<file path="config.mk">
export PLATFORM = sky130hd
export DESIGN_NAME = turn_sequencer
export DESIGN_NICKNAME = d
export VERILOG_FILES = /design/src/rtl/turn_sequencer.sv
export SDC_FILE = /design/constraint.sdc
export NUM_CORES = 1
export LEC_CHECK = 0
export CAP_MARGIN = 10
export CORE_MARGIN = 10
export CORE_UTILIZATION = 45
export DETAILED_ROUTE_END_ITERATION = 7
export PLACE_DENSITY_LB_ADDON = 0.12
export SLEW_MARGIN = 0
export SYNTH_ARGS = -nofsm -noshare
export SYNTH_HDL_FRONTEND = slang
export SYNTH_SLANG_ARGS = --single-unit
</file>
<file path="constraint.sdc">
create_clock -name clk -period 4.6 [get_ports clk]
set_input_delay 0.92 -clock clk [delete_from_list [all_inputs] [get_ports clk]]
set_output_delay 0.92 -clock clk [all_outputs]
set_load 0.03 [all_outputs]
</file>
<file path="src/rtl/turn_sequencer.sv">
// Turn-level scheduler: sequences draw, shuffle, action, buy and cleanup modes for the card handler.
// All outputs are registered with 1-cycle latency. Every handler mode change passes through a 1-cycle GAP at MODE_IDLE.
module turn_sequencer #(
  parameter int unsigned HAND_SIZE     = 5,
  parameter int unsigned BUYS_PER_TURN = 1,
  parameter logic [2:0]  MODE_IDLE     = 3'd0,
  parameter logic [2:0]  MODE_DRAW     = 3'd1,
  parameter logic [2:0]  MODE_BUY      = 3'd2,
  parameter logic [2:0]  MODE_CLEANUP  = 3'd3,
  parameter logic [2:0]  MODE_SHUFFLE  = 3'd4
) (
  input  logic       clk,
  input  logic       reset,
  input  logic       start,
  input  logic       but_end,
  input  logic       plus_buy,
  input  logic       end_mode,
  input  logic       next_card,
  input  logic [7:0] deck_count,
  input  logic [7:0] discard_count,
  output logic [2:0] mode,
  output logic       can_buy,
  output logic [2:0] phase,
  output logic [3:0] buys_left,
  output logic [7:0] turn_count
);

  localparam logic [3:0] HAND_L = 4'(HAND_SIZE);
  localparam logic [3:0] BUYS_L = 4'(BUYS_PER_TURN);

  // Encodings double as the phase output code.
  typedef enum logic [2:0] {
    S_IDLE    = 3'd0,
    S_DRAW    = 3'd1,
    S_SHUFFLE = 3'd2,
    S_ACTION  = 3'd3,
    S_BUY     = 3'd4,
    S_CLEANUP = 3'd5,
    S_GAP     = 3'd6
  } state_t;

  state_t     state_q, state_d;
  state_t     dest_q, dest_d;
  logic [3:0] draw_left_q, draw_left_d;
  logic [3:0] buys_left_q, buys_left_d;
  logic [7:0] turn_count_q, turn_count_d;
  logic [2:0] mode_q, mode_d;
  logic       can_buy_q, can_buy_d;
  logic [3:0] draw_after;
  logic [3:0] buys_after;

  always_comb begin
    state_d      = state_q;
    dest_d       = dest_q;
    draw_left_d  = draw_left_q;
    buys_left_d  = buys_left_q;
    turn_count_d = turn_count_q;
    mode_d       = MODE_IDLE;
    can_buy_d    = 1'b0;

    // A same-cycle card is always counted before any exit decision.
    draw_after = draw_left_q - {3'b000, next_card & (draw_left_q != 4'd0)};
    buys_after = buys_left_q - {3'b000, next_card & (buys_left_q != 4'd0)};

    case (state_q)
      S_IDLE: begin
        if (start) begin
          state_d     = S_GAP;
          dest_d      = S_DRAW;
          draw_left_d = HAND_L;
          buys_left_d = BUYS_L;
        end
      end
      S_DRAW: begin
        draw_left_d = draw_after;
        if (end_mode || draw_after == 4'd0) begin
          state_d = S_GAP;
          dest_d  = S_ACTION;
        end else if (deck_count == 8'd0) begin
          state_d = S_GAP;
          dest_d  = (discard_count != 8'd0) ? S_SHUFFLE : S_ACTION;
        end
      end
      S_SHUFFLE: begin
        if (end_mode) begin
          state_d = S_GAP;
          dest_d  = S_DRAW;
        end
      end
      S_ACTION: begin
        if (plus_buy && buys_left_q != 4'd15) begin
          buys_left_d = buys_left_q + 4'd1;
        end
        if (but_end) begin
          state_d = S_BUY;
        end
      end
      S_BUY: begin
        buys_left_d = buys_after;
        if (buys_after == 4'd0 || but_end) begin
          state_d = S_GAP;
          dest_d  = S_CLEANUP;
        end
      end
      S_CLEANUP: begin
        if (end_mode) begin
          turn_count_d = turn_count_q + 8'd1;
          draw_left_d  = HAND_L;
          buys_left_d  = BUYS_L;
          state_d      = S_GAP;
          dest_d       = S_DRAW;
        end
      end
      S_GAP: begin
        state_d = dest_q;
      end
      default: begin
        state_d = S_IDLE;
      end
    endcase

    // Outputs are decoded from the next state so they register alongside it.
    case (state_d)
      S_DRAW:    mode_d = MODE_DRAW;
      S_SHUFFLE: mode_d = MODE_SHUFFLE;
      S_BUY:     mode_d = MODE_BUY;
      S_CLEANUP: mode_d = MODE_CLEANUP;
      default:   mode_d = MODE_IDLE;
    endcase
    can_buy_d = (state_d == S_BUY) && (buys_left_d != 4'd0);
  end

  always_ff @(posedge clk or negedge reset) begin
    if (!reset) begin
      state_q      <= S_IDLE;
      dest_q       <= S_IDLE;
      draw_left_q  <= 4'd0;
      buys_left_q  <= 4'd0;
      turn_count_q <= 8'd0;
      mode_q       <= MODE_IDLE;
      can_buy_q    <= 1'b0;
    end else begin
      state_q      <= state_d;
      dest_q       <= dest_d;
      draw_left_q  <= draw_left_d;
      buys_left_q  <= buys_left_d;
      turn_count_q <= turn_count_d;
      mode_q       <= mode_d;
      can_buy_q    <= can_buy_d;
    end
  end

  assign mode       = mode_q;
  assign can_buy    = can_buy_q;
  assign phase      = state_q;
  assign buys_left  = buys_left_q;
  assign turn_count = turn_count_q;

endmodule

</file>
**Yosys cells after proc, flatten, opt, wreduce, memory -nomap -nowiden**

Cells that the tools add are included.

- Register bits: 26
- Input bits: 23
- Output and inout bits: 19
- Word-level logic and storage cells: 69

- Add/subtract/negate cells: 4
- Equal/unequal tests: 16
- Muxes and demuxes: 22
- Bitwise logic cells: 2
- Reductions and logical operators: 18

Operators with widths:

| cell | count |
|---|---|
| $mux 3 | 11 |
| $pmux 3 s4 | 2 |
| $mux 4 | 5 |
| $pmux 3 s6 | 1 |
| $pmux 4 s4 | 1 |
| $reduce_bool 4->1 | 4 |
| $eq 3x3->1 const B | 5 |
| $pmux 4 s3 | 1 |
| $eq 3x2->1 const B | 3 |
| $add 8x1->8 const B | 1 |
| $logic_not 4->1 | 2 |
| $logic_not 8->1 | 1 |
| $reduce_bool 8->1 | 1 |
| $sub 4x1->4 | 2 |
| $eq 3x1->1 const B | 2 |
| $ne 2x2->1 const B | 3 |
| $reduce_and 5->1 | 1 |
| $add 4x1->4 const B | 1 |
| $ne 4x4->1 const B | 1 |
| $logic_not 3->1 | 1 |
| $ne 3x3->1 const B | 1 |
| $reduce_and 3->1 | 1 |
| $reduce_bool 3->1 | 1 |
| $and 1x1->1 | 2 |
| other kinds (6) | 8 |

**Longest topological paths before layout**

- Depth after elaboration: 9
- Depth in mapped cells: 10
- Gate-level depth less buffers: 10

**Worst setup path after synthesis**

OpenSTA, ideal clock, no wires.

- Path type: input to register
- From: input port next_card
- To: register dest_q[0]
- Library setup time: 0.125 ns
- Data arrival time: 2.545 ns
- Data required time: 4.475 ns
- Path slack: 1.930 ns
- Stages on the path: 8
- Buffers on the path: 0
- Path through: o41a_1 ha_1 ha_1 xnor2_1 and3_1 a2111o_1 nor3b_2 mux2_4

- Longest elaborated chain between the ends: 6
- Elaborated cells on any way between the ends: 13
- Classes of those cells: 2 x add/sub; 2 x eq/ne; 2 x mux; 2 x bitwise; 5 x reduce/logical

RTL lines:

| what | line | source |
|---|---|---|
| start, declared | 18 | `input logic next_card,` |
| $and 1x1->1 (on tied branches) | 62, 63 |  |
| $sub 4x1->4 (on tied branches) | 62, 63 |  |
| $logic_not 4->1 (on tied branches) | 76, 100 |  |
| $logic_or 1x1->1 (on tied branches) | 76, 100 |  |
| $ne 3x3->1 (no source line) (tied with other cells) | -- |  |
| $reduce_and 5->1 (no source line) / $pmux 3 s4 (equally long branches) | -- |  |
| end signal, assigned | 144 | `dest_q <= dest_d;` |
| end, declared | 43 | `state_t dest_q, dest_d;` |

Several ways; a longest one is shown, not always the timed one.
A chain may end at the register's enable or synchronous reset.

**Worst setup path in the final report**

- From: input port next_card
- To: register mode_q[2] (netlist: mode[2])

- Longest elaborated chain between the ends: 8
- Elaborated cells on any way between the ends: 16
- Classes of those cells: 2 x add/sub; 4 x eq/ne; 4 x mux; 2 x bitwise; 4 x reduce/logical

RTL lines:

| what | line | source |
|---|---|---|
| $and 1x1->1 (on tied branches) | 63, 62 |  |
| $sub 4x1->4 (on tied branches) | 63, 62 |  |
| $logic_not 4->1 (on tied branches) | 100, 76 |  |
| $logic_or 1x1->1 (on tied branches) | 100, 76 |  |
| $mux 3 (on tied branches) | 100, 76 |  |
| $pmux 3 s6 (*) | 65 | `case (state_q)` |
| net state_d[2] | 42 | `state_t state_q, state_d;` |
| $eq 3x3->1 (tied with other cells) | 123 | `case (state_d)` |
| $pmux 3 s4 (*) | 123 |  |
| net mode_d[2] | 47 | `logic [2:0] mode_q, mode_d;` |
| end signal, assigned | 148 | `mode_q <= mode_d;` |
| end, declared | 47 |  |

The timed path passes the listed nets; every way through them passes the cells marked *.

==> metrics <==
gr usage total=about an eighth; Routed WL per cell=16.7 um; Via Count=~1500; H-tree depth=1; Crit path largest cell delay=around 0.45 ns; CP startpoint kind=input pin; met1 usage=15.5%; die area=between 6000 and 7000 um^2; # DRC=0; RSZ-0062 raised after global routing=no; worst-path maximum fanout=3; Initial Utilization=between 40% and 50%; Worst setup EP type=register; Post-Route WL=roughly 4300 um; Max Cap Viol=0; gr ovfl total=0; syn nets=just over 200; detailed placement HPWL=between 3000 and 4000 um; Post-Place Worst Slack=1.35 ns; die width=just over 80 um; flops & latches, synth=26; Setup CP Type=input pin to register; Top Usage Layer GRT=met2; cts hold-fix bufs=0; Yosys top cell area share=39.5%; Max Clk Rate=approximately 330 MHz; area growth from synthesis to layout=31.3%; post-route worst setup slack=around 1.6 ns; top post-synthesis cells by area=dfrtp_1, ha_1, xnor2_1; CTS Sinks=26; hold depth=1; PortBufs=41; IO Pins=42; core box area=between 3000 and 4000 um^2; Seq/Total Area, Yosys=39.5%; Worst path top cell family by delay=compound AO/OA/AOI/OAI gates; outcome=finished clean; Via density=roughly 5.9; post_cts resized=0; min-delay src=turn_count[7]$_DFFE_PN0P_; Final Setup Violations=0; Core Rows=21; clock-pin slew on the worst setup and hold paths=0.09 ns; Die Span Y=slightly above 80 um; first-pass GRT wire length=6830 um; initial antenna violation count=0; Buf+Inv Stages, Crit Path=1; worst hold path type=register to register; CTS Buffer Depth=2; PD cells=around 600 nW/um^2; pin count of the biggest net entering global routing=27; Setup TNS=0 ns; Worst Tran Pin Value=between 0.7 and 0.8 ns; syn_area_per_cell=roughly 9.4 um^2; CP max stage cell=clkdlybuf4s50_1; P_leak=approximately 0.00087 uW; GR Util met3=under 10%; # diodes=0; crit path DAT=roughly 3.2 ns; ys async rst share=100%; vias in the first global route=1466; worst r2r path cells=8; Yosys warnings=0; ys flop type=dfrtp_1; met2 Use GR=22.6%; Unique masters post-synth=47; worst path cell trace=clkdlybuf4s50_1 > o41a_1 > ha_1 > ha_1 > xnor2_1 > and3_1 > a211oi_1 > o221ai_1 > nor3b_1; drt initial violations=71; Routed Antenna Nets=0; setup repair bufs after CTS=0; cts bufs inserted=3; Fin Clk Skew=between 0.004 and 0.005 ns; Final Hold Violating Endpoints=0; post-route minimum period=between 3 and 4 ns; layout cells sized above 1=6.67%; Worst VDD drop=around 0.29 mV; mapped cell area=roughly 1600 um^2; cell accounting for the most synthesized area=dfrtp_1; Root Driver=clkbuf_8; WP data required=4.76 ns; worst r2r src=draw_left_q[1]$_DFFE_PN0P_; max-slew violations=0; CTS tree=done; Hold Path Sink=turn_count[7]$_DFFE_PN0P_; Worst-Skew Late Latency=approximately 0.27 ns; gp weighted congestion=between 0.8 and 0.9; slew margin rel.=about 51%; Post-Synthesis Cells=175; Pre-antenna DRT Iters=4; Tcrit/Tclk final=about 66%; crit-path most repeated cell=ha_1; Post-synth EDFFs=0; Worst R2R End=mode[2]$_DFF_PN0_; FF-to-FF setup slack=between 1.5 and 2 ns; fin nets=~240
[worst register-to-register path, cell delays in order (launching register included)]
cell and delay (ns):
dfrtp_1 0.41, o41a_1 0.43, ha_1 0.21, ha_1 0.22, xnor2_1 0.13, and3_1 0.21, a211oi_1 0.41, o221ai_1 0.22
nor3b_1 0.29
[power by group]
part           total [uW]  switching [uW]  internal (uW)
Clock                 189            72.7            116
Sequential            456             151            304
Combinational         658             359            299
Total                1300             583            720
[layout make-up]
type	instances	area, um^2
clock inverters	1	30.0
flip-flops and latches	26	651
clock buffers	3	41.3
multi-input cells	129	908
fillers	279	1280
inverters	9	33.8
well taps	46	57.6
repair buffers	42	438
[synthesized netlist by cell type, types with 2 or more instances]
library cell  instances
o31a_1                2
clkbuf_1              2
nor4_1                5
o22ai_1               4
a32oi_1               2
or4_1                 2
o21ai_0              12
mux2i_1               2
inv_1                 9
nor3_1                2
and4b_1               2
dfrtp_1              26
nand4_1               4
nand3_1               2
xnor2_1               7
nor3b_1               3
nor3b_2               3
a31oi_1               3
buf_2                 9
a21oi_1               8
mux2_2                3
nor2_1                9
a211oi_1              2
ha_1                  7
nand2_1              16
o221ai_1              2
xor2_1                4
nor2b_1               2
and3_1                3
[registers in the layout, summed over array words and instances (netlist names)]
name         count
buys_left        4
can_buy          1
dest_q           3
draw_left_q      4
mode             3
phase            3
turn_count       8
[logic make-up after synthesis]
kind of cell / count (synthesis) / share of synthesized area (%)
fa+ha+maj: 7 / 5.32
buf+inv: 20 / 5.25
xor+xnor: 11 / 5.86
compound gates: 47 / 19.1
flops: 26 / 39.5
mux: 6 / 4.18
simple gates: 58 / 20.8
[layer usage]
layer  wire length (um)  vias up
li1                   -      716
met1               1770      718
met2               2150       63
met3                297        2
met4                 47        0
met5                  0        -
[stage by stage]
stage / utilization [%] / area (um^2) / hold WS (ns) / power, uW / std cells
5_1_grt: 62.7 / 2160 / 0.507 / 1400 / 256
4_1_cts: 61.9 / 2130 / 0.488 / 1300 / 255
6_report: 62.7 / 2160 / 0.477 / 1300 / 256
3_3_place_gp: 59.9 / 2060 / 0.457 / 1100 / 251
3_5_place_dp: 59.9 / 2060 / 0.472 / 1110 / 251
2_1_floorplan: - / 1650 / 0.470 / 888 / 175
[how the worst max path moves through the flow]
stage / from / end / cells after the start
6_report: next_card / mode[2]$_DFF_PN0_ / 9
5_1_grt: next_card / mode[2]$_DFF_PN0_ / 9
4_1_cts: next_card / mode[2]$_DFF_PN0_ / 9
3_5_place_dp: next_card / dest_q[0]$_DFFE_PN0P_ / 9
3_3_place_gp: next_card / mode[2]$_DFF_PN0_ / 9
2_1_floorplan: next_card / dest_q[0]$_DFFE_PN0P_ / 8
[cells in the final DEF (no fill, tap or decap), types with 3 or more instances in the layout]
cell             instances
nor3b_1                  3
clkbuf_8                 3
a31oi_1                  3
nor3b_2                  3
nand4_1                  4
inv_1                    9
nor4_1                   5
ha_1                     7
xor2_1                   4
and3_1                   3
o22ai_1                  4
xnor2_1                  7
mux2_2                   3
nand2_1                 16
clkdlybuf4s50_1         41
a21oi_1                  8
o21ai_0                 12
dfrtp_1                 26
nor2_1                   9
Power figures use the tool's default switching activity.
